===== src/rtl/iram_load_ctrl_if.sv =====
// Signal bundle between the instruction-RAM load sequencer, its stream/fetch clients and the RAM.
// The slave modport is the sequencer's view; the master modport is the surrounding environment's.
interface iram_load_ctrl_if;
   logic        START;
   logic [8:0]  S_DATA;
   logic        S_VALID;
   logic        S_READY;
   logic        FETCH_EN;
   logic [8:0]  FETCH_ADDR;
   logic [8:0]  FETCH_DATA;
   logic        FETCH_VALID;
   logic        RAM_RENABLE;
   logic [8:0]  RAM_RADDR;
   logic [8:0]  RAM_RD;
   logic        RAM_WENABLE;
   logic [8:0]  RAM_INITADDR;
   logic [8:0]  RAM_INITDATA;
   logic        BUSY;
   logic        DONE;
   logic        ERROR;
   logic [15:0] CHECKSUM;

   modport slave (
      input  START, S_DATA, S_VALID, FETCH_EN, FETCH_ADDR, RAM_RD,
      output S_READY, FETCH_DATA, FETCH_VALID, RAM_RENABLE, RAM_RADDR, RAM_WENABLE,
             RAM_INITADDR, RAM_INITDATA, BUSY, DONE, ERROR, CHECKSUM
   );

   modport master (
      output START, S_DATA, S_VALID, FETCH_EN, FETCH_ADDR, RAM_RD,
      input  S_READY, FETCH_DATA, FETCH_VALID, RAM_RENABLE, RAM_RADDR, RAM_WENABLE,
             RAM_INITADDR, RAM_INITDATA, BUSY, DONE, ERROR, CHECKSUM
   );
endinterface


===== src/rtl/iram_load_ctrl.sv =====
// Loads a 9-bit word stream into the CoreABC instruction RAM, optionally verifies it by
// checksum readback, then hands the RAM read port to instruction fetch.
module iram_load_ctrl #(
   parameter int unsigned WORDS  = 512,
   parameter bit          VERIFY = 1'b1
) (
   input logic              RWCLK,
   input logic              RESET,
   iram_load_ctrl_if.slave  bus
);

   localparam logic [2:0] StIdle   = 3'd0;
   localparam logic [2:0] StLoad   = 3'd1;
   localparam logic [2:0] StVerify = 3'd2;
   localparam logic [2:0] StRun    = 3'd3;
   localparam logic [2:0] StError  = 3'd4;

   localparam logic [8:0] LastAddr  = 9'(WORDS - 1);
   localparam logic [9:0] NumWords  = 10'(WORDS);
   localparam logic [9:0] VerifyEnd = 10'(WORDS + 1);

   logic [2:0]  state_q, state_d;
   logic [8:0]  cnt_q, cnt_d;
   logic        last_q, last_d;
   logic [15:0] csum_q, csum_d;
   logic [9:0]  vcnt_q, vcnt_d;
   logic [15:0] vsum_q, vsum_d;
   logic        rdv_q, rdv_d;
   logic        wen_q, wen_d;
   logic [8:0]  waddr_q, waddr_d;
   logic [8:0]  wdata_q, wdata_d;
   logic        fvalid_q, fvalid_d;
   logic [8:0]  fdata_q, fdata_d;
   logic        accept;

   // last_q marks the drain cycle after the final word, so its write never meets a read.
   assign accept = (state_q == StLoad) && !last_q && bus.S_VALID;

   always_comb begin
      state_d  = state_q;
      cnt_d    = cnt_q;
      last_d   = last_q;
      csum_d   = csum_q;
      vcnt_d   = vcnt_q;
      vsum_d   = vsum_q;
      rdv_d    = 1'b0;
      wen_d    = accept;
      waddr_d  = accept ? cnt_q : waddr_q;
      wdata_d  = accept ? bus.S_DATA : wdata_q;
      fvalid_d = (state_q == StRun) && bus.FETCH_EN;
      fdata_d  = fvalid_q ? bus.RAM_RD : fdata_q;

      case (state_q)
         StIdle, StRun, StError: begin
            if (bus.START) begin
               state_d = StLoad;
               cnt_d   = '0;
               csum_d  = '0;
               last_d  = 1'b0;
            end
         end
         StLoad: begin
            if (accept) begin
               csum_d = csum_q + {7'b0, bus.S_DATA};
               if (cnt_q == LastAddr) begin
                  last_d = 1'b1;
               end else begin
                  cnt_d = cnt_q + 9'd1;
               end
            end
            if (last_q) begin
               state_d = VERIFY ? StVerify : StRun;
               last_d  = 1'b0;
               vcnt_d  = '0;
               vsum_d  = '0;
            end
         end
         StVerify: begin
            vcnt_d = vcnt_q + 10'd1;
            rdv_d  = vcnt_q < NumWords;
            if (rdv_q) begin
               vsum_d = vsum_q + {7'b0, bus.RAM_RD};
            end
            if (vcnt_q == VerifyEnd) begin
               state_d = (vsum_q == csum_q) ? StRun : StError;
            end
         end
         default: state_d = StIdle;
      endcase
   end

   always_ff @(posedge RWCLK) begin
      if (RESET) begin
         state_q  <= StIdle;
         cnt_q    <= '0;
         last_q   <= 1'b0;
         csum_q   <= '0;
         vcnt_q   <= '0;
         vsum_q   <= '0;
         rdv_q    <= 1'b0;
         wen_q    <= 1'b0;
         waddr_q  <= '0;
         wdata_q  <= '0;
         fvalid_q <= 1'b0;
         fdata_q  <= '0;
      end else begin
         state_q  <= state_d;
         cnt_q    <= cnt_d;
         last_q   <= last_d;
         csum_q   <= csum_d;
         vcnt_q   <= vcnt_d;
         vsum_q   <= vsum_d;
         rdv_q    <= rdv_d;
         wen_q    <= wen_d;
         waddr_q  <= waddr_d;
         wdata_q  <= wdata_d;
         fvalid_q <= fvalid_d;
         fdata_q  <= fdata_d;
      end
   end

   always_comb begin
      bus.RAM_RENABLE = 1'b0;
      bus.RAM_RADDR   = '0;
      if (state_q == StVerify) begin
         bus.RAM_RENABLE = vcnt_q < NumWords;
         bus.RAM_RADDR   = vcnt_q[8:0];
      end else if (state_q == StRun) begin
         bus.RAM_RENABLE = bus.FETCH_EN;
         bus.RAM_RADDR   = bus.FETCH_ADDR;
      end
   end

   assign bus.S_READY      = (state_q == StLoad) && !last_q;
   assign bus.RAM_WENABLE  = wen_q;
   assign bus.RAM_INITADDR = waddr_q;
   assign bus.RAM_INITDATA = wdata_q;
   assign bus.FETCH_VALID  = fvalid_q;
   assign bus.FETCH_DATA   = fvalid_q ? bus.RAM_RD : fdata_q;
   assign bus.BUSY         = (state_q == StLoad) || (state_q == StVerify);
   assign bus.DONE         = state_q == StRun;
   assign bus.ERROR        = state_q == StError;
   assign bus.CHECKSUM     = csum_q;

endmodule


===== src/flat_wrapper.sv =====
// flat-port wrapper written by rule: the top's interface ports become plain ports
module iram_load_ctrl_flat 
#(
   parameter int unsigned WORDS  = 512,
   parameter bit          VERIFY = 1'b1
)
  (RWCLK, RESET, bus_START, bus_S_DATA, bus_S_VALID, bus_FETCH_EN, bus_FETCH_ADDR, bus_RAM_RD, bus_S_READY, bus_FETCH_DATA, bus_FETCH_VALID, bus_RAM_RENABLE, bus_RAM_RADDR, bus_RAM_WENABLE, bus_RAM_INITADDR, bus_RAM_INITDATA, bus_BUSY, bus_DONE, bus_ERROR, bus_CHECKSUM);
  iram_load_ctrl_if bus_i ();
  input logic RWCLK;
  input logic RESET;
  input wire logic [$bits(bus_i.START)-1:0] bus_START;
  input wire logic [$bits(bus_i.S_DATA)-1:0] bus_S_DATA;
  input wire logic [$bits(bus_i.S_VALID)-1:0] bus_S_VALID;
  input wire logic [$bits(bus_i.FETCH_EN)-1:0] bus_FETCH_EN;
  input wire logic [$bits(bus_i.FETCH_ADDR)-1:0] bus_FETCH_ADDR;
  input wire logic [$bits(bus_i.RAM_RD)-1:0] bus_RAM_RD;
  output wire logic [$bits(bus_i.S_READY)-1:0] bus_S_READY;
  output wire logic [$bits(bus_i.FETCH_DATA)-1:0] bus_FETCH_DATA;
  output wire logic [$bits(bus_i.FETCH_VALID)-1:0] bus_FETCH_VALID;
  output wire logic [$bits(bus_i.RAM_RENABLE)-1:0] bus_RAM_RENABLE;
  output wire logic [$bits(bus_i.RAM_RADDR)-1:0] bus_RAM_RADDR;
  output wire logic [$bits(bus_i.RAM_WENABLE)-1:0] bus_RAM_WENABLE;
  output wire logic [$bits(bus_i.RAM_INITADDR)-1:0] bus_RAM_INITADDR;
  output wire logic [$bits(bus_i.RAM_INITDATA)-1:0] bus_RAM_INITDATA;
  output wire logic [$bits(bus_i.BUSY)-1:0] bus_BUSY;
  output wire logic [$bits(bus_i.DONE)-1:0] bus_DONE;
  output wire logic [$bits(bus_i.ERROR)-1:0] bus_ERROR;
  output wire logic [$bits(bus_i.CHECKSUM)-1:0] bus_CHECKSUM;
  assign bus_i.START = bus_START;
  assign bus_i.S_DATA = bus_S_DATA;
  assign bus_i.S_VALID = bus_S_VALID;
  assign bus_i.FETCH_EN = bus_FETCH_EN;
  assign bus_i.FETCH_ADDR = bus_FETCH_ADDR;
  assign bus_i.RAM_RD = bus_RAM_RD;
  assign bus_S_READY = bus_i.S_READY;
  assign bus_FETCH_DATA = bus_i.FETCH_DATA;
  assign bus_FETCH_VALID = bus_i.FETCH_VALID;
  assign bus_RAM_RENABLE = bus_i.RAM_RENABLE;
  assign bus_RAM_RADDR = bus_i.RAM_RADDR;
  assign bus_RAM_WENABLE = bus_i.RAM_WENABLE;
  assign bus_RAM_INITADDR = bus_i.RAM_INITADDR;
  assign bus_RAM_INITDATA = bus_i.RAM_INITDATA;
  assign bus_BUSY = bus_i.BUSY;
  assign bus_DONE = bus_i.DONE;
  assign bus_ERROR = bus_i.ERROR;
  assign bus_CHECKSUM = bus_i.CHECKSUM;
  iram_load_ctrl #(.WORDS(WORDS), .VERIFY(VERIFY)) u_core (.RWCLK(RWCLK), .RESET(RESET), .bus(bus_i));
endmodule

===== config.mk =====
export PLATFORM = sky130hd
export DESIGN_NAME = iram_load_ctrl_flat
export DESIGN_NICKNAME = d
export VERILOG_FILES = /design/src/rtl/iram_load_ctrl_if.sv /design/src/rtl/iram_load_ctrl.sv /design/src/flat_wrapper.sv
export SDC_FILE = /design/constraint.sdc
export NUM_CORES = 1
export LEC_CHECK = 0
export CORE_UTILIZATION = 30
export DETAILED_ROUTE_END_ITERATION = 12
export PLACE_DENSITY = 0.57
export RECOVER_POWER = 100
export SLEW_MARGIN = 20
export SYNTH_ARGS = -nofsm -noshare
export SYNTH_HDL_FRONTEND = slang
export SYNTH_SLANG_ARGS = --single-unit
export TNS_END_PERCENT = 1

===== constraint.sdc =====
create_clock -name RWCLK -period 5.55 [get_ports RWCLK]
set_clock_uncertainty 0.1 [all_clocks]
set_input_delay 1.665 -clock RWCLK [delete_from_list [all_inputs] [get_ports RWCLK]]
set_output_delay 1.665 -clock RWCLK [all_outputs]
set_load 0.05 [all_outputs]

==> run metrics <==
via/cell ratio roughly 5.1; IO Count 91; # hold bufs at CTS 0; slew margin rel. -0.3289; final period utilization 0.9172; Worst EP arrival roughly 3.3 ns; Critical Path, Cell by Cell dlygate4sd3_1 -> mux2_2 -> dlygate4sd3_1; GRT met1 Usage 0.2052; Clk pin slew, worst setup/hold paths ~0.06 ns; first-pass GRT wire length 20.62 mm; Max Buffers Root-to-Sink 2; CTS tree done; Hold Fails Final Rpt 0; core area around 15,000 um^2; Die Y 126.9 um; ys async rst share 0; postcts setup bufs 0; final slew viol count 43; Hold Crit Start u_core.bus.RAM_INITADDR[4]$_SDFFE_PP0P_; vias 4,357; most frequent cells in the layout dfxtp_1 (85), nand2_1 (77), dlygate4sd3_1 (68), a21oi_1 (53), nor2_1 (51); Num CTS Buffers 9; nets@finish 710; RSZ-0062 raised after global routing false; Tmin final a little over 5 ns; Post-Layout Cell Count between 800 and 900; Setup Crit Path Kind input port to primary output; status finished with violations; grt ovf 0; count of cell types in the netlist 56; DRC 0; M3 GR Usage 0.02868; PortBufs 90; Synth top area share 0.3634; Layout area overhead 28.89%; startpoint types input port; share of layout cells above drive strength 1 0.05159; cell accounting for the most synthesized area dfxtp_1; mapped cell area 4682 um^2; Yosys reg bits 85; YS warnings 0; cell count after synthesis between 500 and 600; EDFF count, synth 0; number of fill cells roughly 1,500; DRT Wirelength approximately 12 mm; pin count of the biggest net entering global routing 43; CP max FO 2; met2 Usage GRT 0.2608; post-CTS sizing 0; Reg-to-Reg Start u_core.state_q[0]$_SDFFE_PP0P_; worst r2r dst u_core.cnt_q[5]$_SDFFE_PP0P_; measured slew at the worst slew-check pin between 1.5 and 2 ns; commonest non-fill, non-tap cell in the layout dfxtp_1; worst hold path class register to register; Max Cap Violations 1; final setup vio count 0; Worst R2R Path Depth 6; Max Clock Freq 0.1965 GHz; worst vdd ir roughly 150 uV; placed insts just over 800; R2R setup slack 2.56 ns; Overall Power 1.424 mW; cell mode on critical path dlygate4sd3_1; detailed placement HPWL between 9 and 10 mm; CP Capture Type primary output; Num Clock Sinks 85; Die ar. 16,110 um^2; WL/cell ~15 um; Critical-path top delay cell dlygate4sd3_1; clk_lat worst skew between 0.3 and 0.4 ns; Worst path max stage delay between 0.8 and 0.9 ns; initial antenna violation count 0; vias in the first global route approximately 4,200; Tot GR Track Use 0.1602; Routed Antenna Nets 0; failing checks capacitance limit, slew limit; Synth Area per Inst slightly above 8 um^2; GR peak layer met2; GPL Wtd Cong around 0.81; register area share after synthesis 0.3634; number of DRC markers in iteration 0 265; number of diodes 0; root buf cell clkbuf_16; # rows 45; cell count of the worst hold path 2; top_reg_cell synth dfxtp_1; P_leak roughly 2.5 nW; top post-synthesis cells by area dfxtp_1 (36%), nand2_1 (6.2%), ha_1 (5.9%); syn nets between 600 and 700; setup TNS 0 ns; Starting Density 0.3080; DRT Pass-1 Iters 4; htree depth 3; Die W about 130 um; WHS Endpoint u_core.bus.RAM_INITADDR[4]$_SDFFE_PP0P_; CP Data Required Time 3.79 ns; hold_ws between 0.3 and 0.4 ns; Pwr Density about 240 nW/um^2
-- Yosys cell counts (5+ instances only) --
library cell / count
a21oi_1: 53
a22o_1: 11
a31oi_1: 7
clkbuf_1: 27
dfxtp_1: 85
ha_1: 22
inv_1: 13
mux2_2: 10
nand2_1: 77
nand2b_1: 10
nand3_1: 22
nand4_1: 11
nor2_1: 51
nor2b_1: 18
nor3_1: 11
nor4_1: 12
o211ai_1: 5
o21ai_0: 22
or3_1: 6
xnor2_1: 10
xor2_1: 23
-- how the worst max path moves through the flow --
stage,startpoint,to,depth (start not counted)
detailed placement,bus_RAM_RD[8],bus_FETCH_DATA[8],3
CTS,bus_RAM_RD[8],bus_FETCH_DATA[8],3
global placement,bus_RAM_RD[8],bus_FETCH_DATA[8],3
global route,bus_RAM_RD[8],bus_FETCH_DATA[8],3
finish,bus_RAM_RD[8],bus_FETCH_DATA[8],3
floorplan,bus_FETCH_EN,bus_RAM_RENABLE,2
-- layout make-up --
cell class / instances / area, um^2 / area share
Clock buffer: 12 / 246.5 / 0.04085
Clock inverter: 4 / 47.55 / 0.007879
Inverter: 13 / 48.80 / 0.008086
Multi-Input combinational cell: 450 / 2830 / 0.4690
Sequential cell: 85 / 1702 / 0.2820
Tap cell: 188 / 235.2 / 0.03898
Timing Repair Buffer: 95 / 924.6 / 0.1532
-- metrics by stage --
step / worst slack, ns / instance area, um^2 / util
finish: 0.4598 / 6035 / 0.3970
global placement: 0.5902 / 5749 / 0.3782
CTS: 0.5999 / 6043 / 0.3975
floorplan: 1.516 / 4682 / -
detailed placement: 0.6068 / 5749 / 0.3782
global route: 0.4370 / 6035 / 0.3970
-- critical path: cells and delay by family --
kind                   cells  cell delay (ns)
multiplexers               1             0.18
buffers and inverters      2             1.47
-- report_power, final --
| group | switching, mW | internal [mW] | total (mW) |
|---|---|---|---|
| Combinational | 0.114 | 0.0710 | 0.185 |
| Sequential | 0.0125 | 0.620 | 0.632 |
| Clock | 0.248 | 0.360 | 0.608 |
-- kinds of logic (layout without fill, tap and decap cells) --
| family | Yosys count | after routing | synth area share |
|---|---|---|---|
| buffers and inverters | 41 | 124 | 0.03314 |
| flip-flops | 85 | 85 | 0.3634 |
| AO/OA/AOI/OAI | 134 | 134 | 0.1825 |
| multiplexers | 12 | 12 | 0.02833 |
| adder cells (fa/ha/maj) | 24 | 24 | 0.06734 |
| XOR/XNOR | 33 | 33 | 0.06173 |
| AND/OR/NAND/NOR | 247 | 247 | 0.2635 |
-- metal layers --
metal | vias to the layer above | share of wire
met5 | - | 0
met4 | 0 | 0.023
met3 | 15 | 0.039
met2 | 83 | 0.46
met1 | 2036 | 0.47
li1 | 2223 | -
-- sequential cells by signal, summed over array words and instances (netlist names) --
signal	count
u_core.bus.CHECKSUM	16
u_core.bus.RAM_INITADDR	9
u_core.fdata_q	9
u_core.cnt_q	9
u_core.last_q	1
u_core.vsum_q	16
u_core.bus.RAM_INITDATA	9
u_core.bus.RAM_WENABLE	1
u_core.state_q	3
u_core.bus.FETCH_VALID	1
u_core.vcnt_q	10
u_core.rdv_q	1
(Power assumes the default switching activity.)
